$ cat src/rtl/fetch_pkg.sv
// Shared constants and types for the instruction-fetch front end.
package fetch_pkg;

  localparam int XLEN       = 32;
  localparam int INST_BYTES = 4;
  localparam logic [XLEN-1:0] NOP_INST = 32'h0000_0013;

  // One prefetched instruction together with the PC it was fetched from.
  typedef struct packed {
    logic [XLEN-1:0] pc;
    logic [XLEN-1:0] inst;
  } fetch_entry_t;

endpackage

$ cat src/rtl/fetch_fifo.sv
// Small synchronous FIFO with single-cycle flush; head is readable combinationally.
module fetch_fifo #(
  parameter int DEPTH = 4,
  parameter int WIDTH = 32,
  localparam int CW   = $clog2(DEPTH + 1)
) (
  input  logic             clk,
  input  logic             reset,
  input  logic             push,
  input  logic             pop,
  input  logic             flush,
  input  logic [WIDTH-1:0] wdata,
  output logic [WIDTH-1:0] rdata,
  output logic [CW-1:0]    count,
  output logic             full,
  output logic             empty
);

  // Pointer width kept at least 1 so a single-entry queue still elaborates.
  localparam int PW = (DEPTH > 1) ? $clog2(DEPTH) : 1;

  logic [WIDTH-1:0] r_mem [DEPTH];
  logic [PW-1:0]    r_wr_ptr;
  logic [PW-1:0]    r_rd_ptr;
  logic [CW-1:0]    r_count;

  // Explicit wrap so DEPTH does not have to be a power of two.
  function automatic logic [PW-1:0] ptr_inc(input logic [PW-1:0] p);
    if (p == PW'(DEPTH - 1)) begin
      return '0;
    end else begin
      return p + PW'(1);
    end
  endfunction

  // Storage write; stale entries are harmless because pointers define validity.
  always_ff @(posedge clk) begin
    if (push) begin
      r_mem[r_wr_ptr] <= wdata;
    end
  end

  // Pointer and occupancy bookkeeping; flush empties the queue at the clock edge.
  always_ff @(posedge clk) begin
    if (reset || flush) begin
      r_wr_ptr <= '0;
      r_rd_ptr <= '0;
      r_count  <= '0;
    end else begin
      if (push) begin
        r_wr_ptr <= ptr_inc(r_wr_ptr);
      end
      if (pop) begin
        r_rd_ptr <= ptr_inc(r_rd_ptr);
      end
      r_count <= r_count + CW'(push) - CW'(pop);
    end
  end

  assign rdata = r_mem[r_rd_ptr];
  assign count = r_count;
  assign full  = (r_count == CW'(DEPTH));
  assign empty = (r_count == '0);

  fetch_fifo_chk u_chk (
    .clk   (clk),
    .reset (reset),
    .push  (push),
    .pop   (pop),
    .flush (flush),
    .full  (full),
    .empty (empty)
  );

endmodule

$ cat src/rtl/fetch_fifo_chk.sv
// Protocol checker for fetch_fifo: the owner must never overflow or underflow it.
module fetch_fifo_chk (
  input logic clk,
  input logic reset,
  input logic push,
  input logic pop,
  input logic flush,
  input logic full,
  input logic empty
);

  // A push into a full queue is only legal when the head leaves in the same cycle.
  a_no_overflow : assert property (@(posedge clk) disable iff (reset)
    !(push && full && !pop && !flush));

  // Popping an empty queue means a consumer ran ahead of the data.
  a_no_underflow : assert property (@(posedge clk) disable iff (reset)
    !(pop && empty && !flush));

endmodule

$ cat src/rtl/fetch_prefetch_unit.sv
// Instruction-fetch front end: sequential PC requests, in-order responses,
// prefetch queue toward decode, redirect with discard of in-flight responses.
module fetch_prefetch_unit
  import fetch_pkg::*;
#(
  parameter int              XLEN            = fetch_pkg::XLEN,
  parameter logic [XLEN-1:0] RESET_PC        = 32'h4000_0000,
  parameter int              FIFO_DEPTH      = 4,
  parameter int              MAX_OUTSTANDING = 2,
  parameter logic [XLEN-1:0] NOP_INST        = fetch_pkg::NOP_INST
) (
  input  logic            clk,
  input  logic            reset,
  input  logic            redirect_valid,
  input  logic [XLEN-1:0] redirect_pc,
  input  logic            id_ready,
  output logic            id_valid,
  output logic [XLEN-1:0] id_pc,
  output logic [XLEN-1:0] id_inst,
  output logic            imem_req_valid,
  input  logic            imem_req_ready,
  output logic [XLEN-1:0] imem_req_addr,
  input  logic            imem_resp_valid,
  input  logic [XLEN-1:0] imem_resp_data
);

  localparam int OW = $clog2(MAX_OUTSTANDING + 1);
  localparam int CW = $clog2(FIFO_DEPTH + 1);
  localparam int TW = $clog2(MAX_OUTSTANDING + 1);

  logic [XLEN-1:0]   r_req_pc;
  logic [OW-1:0]     r_outstanding;
  logic [OW-1:0]     r_kill;

  logic              w_accept;
  logic              w_deliver;
  logic              w_pop;
  logic [OW-1:0]     w_outstanding_next;
  logic [CW-1:0]     w_q_count;
  logic              w_q_full;
  logic              w_q_empty;
  logic [2*XLEN-1:0] w_q_rdata;
  logic [XLEN-1:0]   w_tag_pc;
  logic [TW-1:0]     w_tag_count;
  logic              w_tag_full;
  logic              w_tag_empty;
  logic              w_unused;

  // Credits cover both in-flight requests and buffered entries, so every
  // response that is not killed is guaranteed a queue slot.
  assign imem_req_valid = !reset && !redirect_valid
                        && (r_outstanding < OW'(MAX_OUTSTANDING))
                        && ((int'(r_outstanding) + int'(w_q_count)) < FIFO_DEPTH);
  assign imem_req_addr  = r_req_pc;

  assign w_accept  = imem_req_valid && imem_req_ready;
  assign w_deliver = imem_resp_valid && (r_kill == '0) && !redirect_valid;
  assign w_pop     = !w_q_empty && id_ready;
  assign w_outstanding_next = r_outstanding + OW'(w_accept) - OW'(imem_resp_valid);

  // Head of the queue goes straight to decode; idle slots show a NOP at PC 0.
  assign id_valid = !w_q_empty;
  assign id_pc    = w_q_empty ? '0       : w_q_rdata[2*XLEN-1:XLEN];
  assign id_inst  = w_q_empty ? NOP_INST : w_q_rdata[XLEN-1:0];

  assign w_unused = ^{w_q_full, w_tag_count, w_tag_full, w_tag_empty};

  // Fetch PC, in-flight count and kill count; a redirect kills everything still in flight.
  always_ff @(posedge clk) begin
    if (reset) begin
      r_req_pc      <= RESET_PC;
      r_outstanding <= '0;
      r_kill        <= '0;
    end else begin
      r_outstanding <= w_outstanding_next;
      if (redirect_valid) begin
        r_req_pc <= {redirect_pc[XLEN-1:2], 2'b00};
        r_kill   <= w_outstanding_next;
      end else begin
        if (w_accept) begin
          r_req_pc <= r_req_pc + XLEN'(INST_BYTES);
        end
        if (imem_resp_valid && (r_kill != '0)) begin
          r_kill <= r_kill - OW'(1);
        end
      end
    end
  end

  // Prefetch queue of {pc, inst} entries feeding decode.
  fetch_fifo #(
    .DEPTH (FIFO_DEPTH),
    .WIDTH (2 * XLEN)
  ) u_pfq (
    .clk   (clk),
    .reset (reset),
    .push  (w_deliver),
    .pop   (w_pop),
    .flush (redirect_valid),
    .wdata ({w_tag_pc, imem_resp_data}),
    .rdata (w_q_rdata),
    .count (w_q_count),
    .full  (w_q_full),
    .empty (w_q_empty)
  );

  // PC tags of accepted requests; popped by every response, killed or not.
  fetch_fifo #(
    .DEPTH (MAX_OUTSTANDING),
    .WIDTH (XLEN)
  ) u_tagq (
    .clk   (clk),
    .reset (reset),
    .push  (w_accept),
    .pop   (imem_resp_valid),
    .flush (1'b0),
    .wdata (r_req_pc),
    .rdata (w_tag_pc),
    .count (w_tag_count),
    .full  (w_tag_full),
    .empty (w_tag_empty)
  );

endmodule

$ cat config.mk
export PLATFORM = sky130hd
export DESIGN_NAME = fetch_prefetch_unit
export DESIGN_NICKNAME = d
export VERILOG_FILES = /design/src/rtl/fetch_pkg.sv /design/src/rtl/fetch_fifo.sv /design/src/rtl/fetch_fifo_chk.sv /design/src/rtl/fetch_prefetch_unit.sv
export SDC_FILE = /design/constraint.sdc
export NUM_CORES = 1
export LEC_CHECK = 0
export BUFFER_PORTS_ARGS = -buffer_cell sky130_fd_sc_hd__buf_2
export CAP_MARGIN = 25
export CORE_MARGIN = 2
export CORE_UTILIZATION = 50
export CTS_BUF_LIST = sky130_fd_sc_hd__clkbuf_2 sky130_fd_sc_hd__clkbuf_4 sky130_fd_sc_hd__clkbuf_8
export DETAILED_ROUTE_END_ITERATION = 6
export GPL_TIMING_DRIVEN = 0
export PLACE_DENSITY = 0.81
export SETUP_SLACK_MARGIN = 0.15
export SYNTH_ARGS = -nofsm -noshare
export SYNTH_HDL_FRONTEND = slang
export SYNTH_SLANG_ARGS = --single-unit
$ cat constraint.sdc
create_clock -name clk -period 4.4 [get_ports clk]
set_input_delay 0.22 -clock clk [delete_from_list [all_inputs] [get_ports clk]]
set_output_delay 0.22 -clock clk [all_outputs]
set_load 0.03 [all_outputs]
# ---- Word-level counts from Yosys, hierarchy flattened
# Memory sizes are Yosys's and may differ from the RTL's. A register that Yosys moved wholly into a read port is not among the register bits.
# Cells that the tools add are included.
dict set report totals {
  wordCells 62
  ramBits 320
  out_inout_bits 98
  mem_count 2
  reg_bits 45
}
dict set report op_classes {
  reduce_logical 18
  magnitude_cmp 2
  n_addsub 11
  n_mux 18
  eq_ne 2
}
# memory depth width rd rd_clocked_by_memory_dff wr line
set memory_table {}
lappend memory_table {u_pfq.r_mem 4 64 1 1 1 fetch_fifo.sv:22} ;# logic [WIDTH-1:0] r_mem [DEPTH];
lappend memory_table {u_tagq.r_mem 2 32 1 1 1 fetch_fifo.sv:22}
# operator n
set ops {}
lappend ops {{2-to-1 mux 32 bit} 4}
lappend ops {{adder 32 x 3 -> 32 bit (second input constant)} 1}
lappend ops {{2-to-1 mux 2 bit} 6}
lappend ops {{logical AND 1 bit} 8}
lappend ops {{2-to-1 mux 1 bit} 8}
lappend ops {{nonzero test 2 bit} 3}
lappend ops {{adder 2 x 1 -> 2 bit (second input constant)} 2}
lappend ops {{adder 2 x 3 -> 4 bit} 1}
lappend ops {{== test 2 bit (second input constant)} 2}
lappend ops {{< comparator 4 x 3 -> 1 bit (second input constant)} 1}
lappend ops {{adder 3 x 1 -> 3 bit} 1}
lappend ops {{zero test 1 bit} 3}
lappend ops {{zero test 3 bit} 1}
lappend ops {{subtractor 3 x 1 -> 3 bit} 1}
lappend ops {{adder 1 bit (second input constant)} 2}
lappend ops {{adder 2 x 1 -> 2 bit} 1}
lappend ops {{zero test 2 bit} 1}
lappend ops {{< comparator 2 bit (second input constant)} 1}
lappend ops {{OR reduction 2 bit} 1}
lappend ops {{subtractor 2 x 1 -> 2 bit} 1}
lappend ops {{subtractor 2 x 1 -> 2 bit (second input constant)} 1}
lappend ops {{logical OR 1 bit} 1}

# ---- Depth between registers and ports, before layout
dict set report logic_depth {
  word_depth 8
  ltp_mapped 14
  depth_no_buf 12
}

# ---- Cells and area by module
# From an unflattened synthesis, not the netlist that was laid out.
dict set report hier_totals {
  hier_cells 834
  area_unflattened_um2 14951.8
}
# mod area_per_inst_um2 seq_area_each_um2 cells_each instances
set by_module_without_submodules {}
lappend by_module_without_submodules {{fetch_fifo (u_pfq)} 9776.9 7867.5 381 1}
lappend by_module_without_submodules {{fetch_fifo (u_tagq)} 2693.8 2021.9 121 1}
lappend by_module_without_submodules {fetch_prefetch_unit 2481.1 680.7 332 1}

# ---- Worst setup path before layout
# Ideal clock, no wire load.
dict set report synth_timing {
  path_type {register to register}
  startpoint {register r_outstanding[1]}
  endpoint {memory u_tagq.r_mem[0][10] (enable)}
  arrival_ns 2.840
  required_ns 3.983
  path_stages_with_launch 9
  setup_ns 0.417
  path_slack_ns 1.143
  period_less_slack_ns 3.257
  path_cell_list {dfxtp_1 -> ha_1 -> nor4b_4 -> and3_1 -> buf_4 -> inv_2 -> clkbuf_1 -> buf_2 -> nor2_1}
}
dict set report synth_via {
  elab_chain_cells 6
  elab_cells_between_ends 8
  classes_between {add/sub (1); order compare (2); mux (2); reduce/logical (3)}
}
# element line
set synth_lines {}
lappend synth_lines {{start, declared} fetch_prefetch_unit.sv:32} ;# logic [OW-1:0] r_outstanding;
lappend synth_lines {{start signal, assigned} fetch_prefetch_unit.sv:75} ;# r_outstanding <= w_outstanding_next;
lappend synth_lines {{adder 2 x 3 -> 4 bit / < comparator 2 bit (equally long branches)} {fetch_prefetch_unit.sv:53, fetch_prefetch_unit.sv:52}}
lappend synth_lines {{< comparator 4 x 3 -> 1 bit / logical AND 1 bit (equally long branches)} {fetch_prefetch_unit.sv:53, fetch_prefetch_unit.sv:52}}
lappend synth_lines {{logical AND 1 bit *} fetch_prefetch_unit.sv:53} ;# && ((int'(r_outstanding) + int'(w_q_count)) < FIFO_DEPTH);
lappend synth_lines {{logical AND 1 bit *} fetch_prefetch_unit.sv:56} ;# assign w_accept = imem_req_valid && imem_req_ready;
lappend synth_lines {{2-to-1 mux 1 bit *} fetch_fifo.sv:38} ;# if (push) begin
lappend synth_lines {{2-to-1 mux 1 bit (not written as such) *} fetch_fifo.sv:39} ;# r_mem[r_wr_ptr] <= wdata;
lappend synth_lines {{end, declared} fetch_fifo.sv:22}
# Mark *: on every way between the ends. The rest lies on a longest branch, timed or not.

# ---- Worst setup path after layout
dict set report layout_timing {
  startpoint {register r_outstanding[1]}
  endpoint {memory u_tagq.r_mem[0][11] (enable)}
}
# Same word-level chain as after synthesis.

==> results.sh <==
export IMPL_clk_root_buffer_cell="sky130_fd_sc_hd__clkbuf_8"
export IMPL_global_route_usage_total=0.209
export IMPL_switching_part_of_the_total=0.232
export IMPL_first_global_vias=8367
export IMPL_detail_route_iter0_violations=752
export IMPL_holdWs_ns=0.0333
export IMPL_row_count=61
export IMPL_initial_antenna_violation_count=0
export IMPL_synth_area_um2=14000
export IMPL_dp_final_hpwl_um=18700
export IMPL_cts_post_setup_buffers_inserted=0
export IMPL_synthDominantCellAreaShare=0.659
export IMPL_via_count=8309
export IMPL_met2_wl_post_dr_um=15300
export IMPL_yosysMostFrequentCell="sky130_fd_sc_hd__edfxtp_1"
export IMPL_port_buffer_count=160
export IMPL_timing_worst_setup_path_type="flop to flop"
export IMPL_cts_tree="built"
export IMPL_totalNegativeSetupSlack_ns=0
export IMPL_ios=168
export IMPL_die_area_um2=29400
export IMPL_worst_endpoint_required_ns=4.59
export IMPL_fin_crit_ns=3.11
export IMPL_insertion_delay_ns=0.59
export IMPL_yosys_most_used_dff="sky130_fd_sc_hd__edfxtp_1"
export IMPL_cellInternalPower_mw=5.78
export IMPL_total_wirelength_um=30700
export IMPL_synth_edff_count=308
export IMPL_synthesis_instances=809
export IMPL_drt_met1_wl_um=12300
export IMPL_fmax_mhz=322
export IMPL_cts_inserted_buffers=54
export IMPL_endpoint_kind="flop"
export IMPL_cts_sinks=354
export IMPL_via_per_inst=5.48
export IMPL_run_status="completed"
export IMPL_critical_path_max_fanout=30
export IMPL_vdd_ir_drop_max_uv=300
export IMPL_netlist_top_cells_area="sky130_fd_sc_hd__edfxtp_1, sky130_fd_sc_hd__mux4_2, sky130_fd_sc_hd__dfxtp_1"
export IMPL_horizontal_die_dimension_um=172
export IMPL_rsz0062_at_grt="no"
export IMPL_yosysSeqAreaShare=0.725
export IMPL_ant_nets=0
export IMPL_max_root_sink_buffers=3
export IMPL_arrival_ns=3.30
export IMPL_power_combinational_fraction=0.101
export IMPL_cts_max_level=2
export IMPL_flow_area_growth_from_synthesis_pct=23.0
export IMPL_switching_power_total_mw=1.74
export IMPL_hold_viol=0
export IMPL_worst_pin_slew_ns=1.03
export IMPL_post_synth_most_frequent_cells="sky130_fd_sc_hd__edfxtp_1, sky130_fd_sc_hd__and2_1, sky130_fd_sc_hd__mux4_2"
export IMPL_power_leakage_nw=6.15
export IMPL_timing_final_max_slew_violations=0
export IMPL_synth_async_reset_ratio=0
export IMPL_worstHoldPathType="primary input to flop"
export IMPL_drive_gt1_frac=0.330
export IMPL_wl_met3_um=2560
export IMPL_grt_first_pass_wirelength_um=46000
export IMPL_grt_start_max_net_pins=55
export IMPL_setup_violations_final=0
export IMPL_fin_nets=1177
export IMPL_final_core_util=0.623
export IMPL_grt_ovfl_total=0
export IMPL_fp_coreArea_um2=27700
export IMPL_layout_worst_path_cycle_share=0.706
export IMPL_timing_max_cap_violations=0
export IMPL_ys_seq_elements=354
export IMPL_power_density_nw_per_um2=436
export IMPL_synthDistinctLibCells=47
export IMPL_average_instance_area_after_synthesis_um2=17.3
export IMPL_dr_pass1_iters=5
export IMPL_drcViolationCount=0
export IMPL_vertical_die_dimension_um=172
export IMPL_reg2reg_setup_slack_ns=1.29
export IMPL_synth_largest_area_cell="sky130_fd_sc_hd__edfxtp_1"
export IMPL_final_clock_skew_ns=0.0155
export IMPL_routed_top_layer="met4"
export IMPL_num_fill_cells=1984
export IMPL_gp_routability_congestion=0.885
export IMPL_wl_per_cell_um=20.2
export IMPL_maxSlewHeadroom=0.311
export IMPL_clkTransAtPathRegs_ns=0.06
export IMPL_start_kind="flop"
export IMPL_clock_power_share=0.389
export IMPL_seq_power_share=0.510
export IMPL_number_of_inserted_diodes=0
export IMPL_initial_utilization=0.507
export IMPL_ys_warnings_count=0
## critical path: stages (launching register included)
cell and delay [ns]:
sky130_fd_sc_hd__dfxtp_1 0.37, sky130_fd_sc_hd__ha_1 0.26, sky130_fd_sc_hd__nor4b_4 0.29, sky130_fd_sc_hd__and3_1 0.21, sky130_fd_sc_hd__buf_4 0.19, sky130_fd_sc_hd__inv_2 0.06, sky130_fd_sc_hd__clkbuf_1 0.28, sky130_fd_sc_hd__buf_2 0.31
sky130_fd_sc_hd__nor2_4 0.75
## cell families (layout without fill, tap and decap cells)
| group | Yosys count | count (layout) | synth area share |
|---|---|---|---|
| buf+inv | 63 | 390 | 0.0188 |
| flops | 354 | 354 | 0.725 |
| mux | 93 | 93 | 0.124 |
| compound gates | 70 | 70 | 0.0316 |
| xor+xnor | 10 | 10 | 0.00624 |
| fa+ha+maj | 13 | 13 | 0.0121 |
| simple gates | 205 | 205 | 0.0821 |
| other cells | 1 | 4 | 0.000267 |
## per-stage QoR
step	cell area, µm²	worst slack (ns)	power [mW]	instances
finish	17300	1.29	7.52	1517
CTS	17300	1.21	7.58	1517
global route	17300	1.10	7.78	1517
floorplan	14000	1.14	4.37	812
global placement	15300	0.0707	4.60	1350
detailed placement	15400	1.23	4.62	1354
## per-layer routing
metal	global-route usage	up-vias
li1	-	3728
met1	0.270	4150
met2	0.361	379
met3	0.0423	52
met4	0.0590	0
met5	0	-
## state kept, by name, summed over array words and instances, names as in the netlist, named ones only
name and count:
r_outstanding 2, u_pfq.r_wr_ptr 2, u_pfq.count 3, u_tagq.r_rd_ptr 1, u_pfq.r_rd_ptr 2, r_kill 2
u_pfq.r_mem 248, imem_req_addr 30, u_tagq.r_mem 60, u_tagq.r_wr_ptr 1
## power by group through the flow
stage               Sequential (mW)  Combinational (mW)  Clock, mW
floorplan                      3.92               0.446          0
global placement               3.90               0.697          0
detailed placement             3.90               0.718          0
CTS                            3.83               0.765       2.99
global route                   3.84               0.824       3.12
finish                         3.83               0.760       2.93
## area by class of cell
type | count | area, µm² | area share
clock buffers | 85 | 1030 | 0.0594
repair buffers | 226 | 1520 | 0.0883
multi-input cells | 395 | 3630 | 0.210
flip-flops and latches | 354 | 10200 | 0.589
plain buffers | 43 | 189 | 0.0109
inverters | 20 | 75.1 | 0.00435
well taps | 378 | 473 | 0.0274
clock inverters | 16 | 170 | 0.00986
## cell usage in the layout, fill, tap and decap left out, types with 4 or more instances in the layout
cell                            count
sky130_fd_sc_hd__edfxtp_1         308
sky130_fd_sc_hd__buf_2            167
sky130_fd_sc_hd__mux4_2            62
sky130_fd_sc_hd__and2_1            62
sky130_fd_sc_hd__clkbuf_8          62
sky130_fd_sc_hd__dlygate4sd3_1     62
sky130_fd_sc_hd__dfxtp_1           46
sky130_fd_sc_hd__nand2_1           33
sky130_fd_sc_hd__mux2_2            31
sky130_fd_sc_hd__clkbuf_1          29
sky130_fd_sc_hd__a21oi_1           24
sky130_fd_sc_hd__clkbuf_4          23
sky130_fd_sc_hd__nor2_1            21
sky130_fd_sc_hd__inv_1             19
sky130_fd_sc_hd__nand3_1           18
sky130_fd_sc_hd__ha_1              12
sky130_fd_sc_hd__and3_1            11
sky130_fd_sc_hd__o21ai_0           11
sky130_fd_sc_hd__nor3_1            10
sky130_fd_sc_hd__nor2b_1            9
sky130_fd_sc_hd__a31oi_1            8
sky130_fd_sc_hd__xnor2_1            8
sky130_fd_sc_hd__or3_1              8
sky130_fd_sc_hd__clkinv_1           8
sky130_fd_sc_hd__nand4_1            7
sky130_fd_sc_hd__buf_4              5
sky130_fd_sc_hd__and4_1             5
sky130_fd_sc_hd__or2_2              4
sky130_fd_sc_hd__and2_4             4
sky130_fd_sc_hd__o211ai_1           4
sky130_fd_sc_hd__o311ai_0           4
sky130_fd_sc_hd__conb_1             4
sky130_fd_sc_hd__bufinv_16          4
sky130_fd_sc_hd__clkinv_2           4
## final timing paths
kind                     startpoint                  end  cells after the start
hold / removal             id_ready                 flop                      4
setup reg to reg   r_outstanding[1]  u_tagq.r_mem[0][11]                      8
setup / recovery   r_outstanding[1]  u_tagq.r_mem[0][11]                      8
hold reg to reg   u_pfq.r_rd_ptr[1]                 flop                      2
## timing repair
item	in CTS	in global routing
endpoints found under the hold margin	160	0
hold buffers	62	0
gates resized for setup	0	0
(Power assumes the default switching activity.)
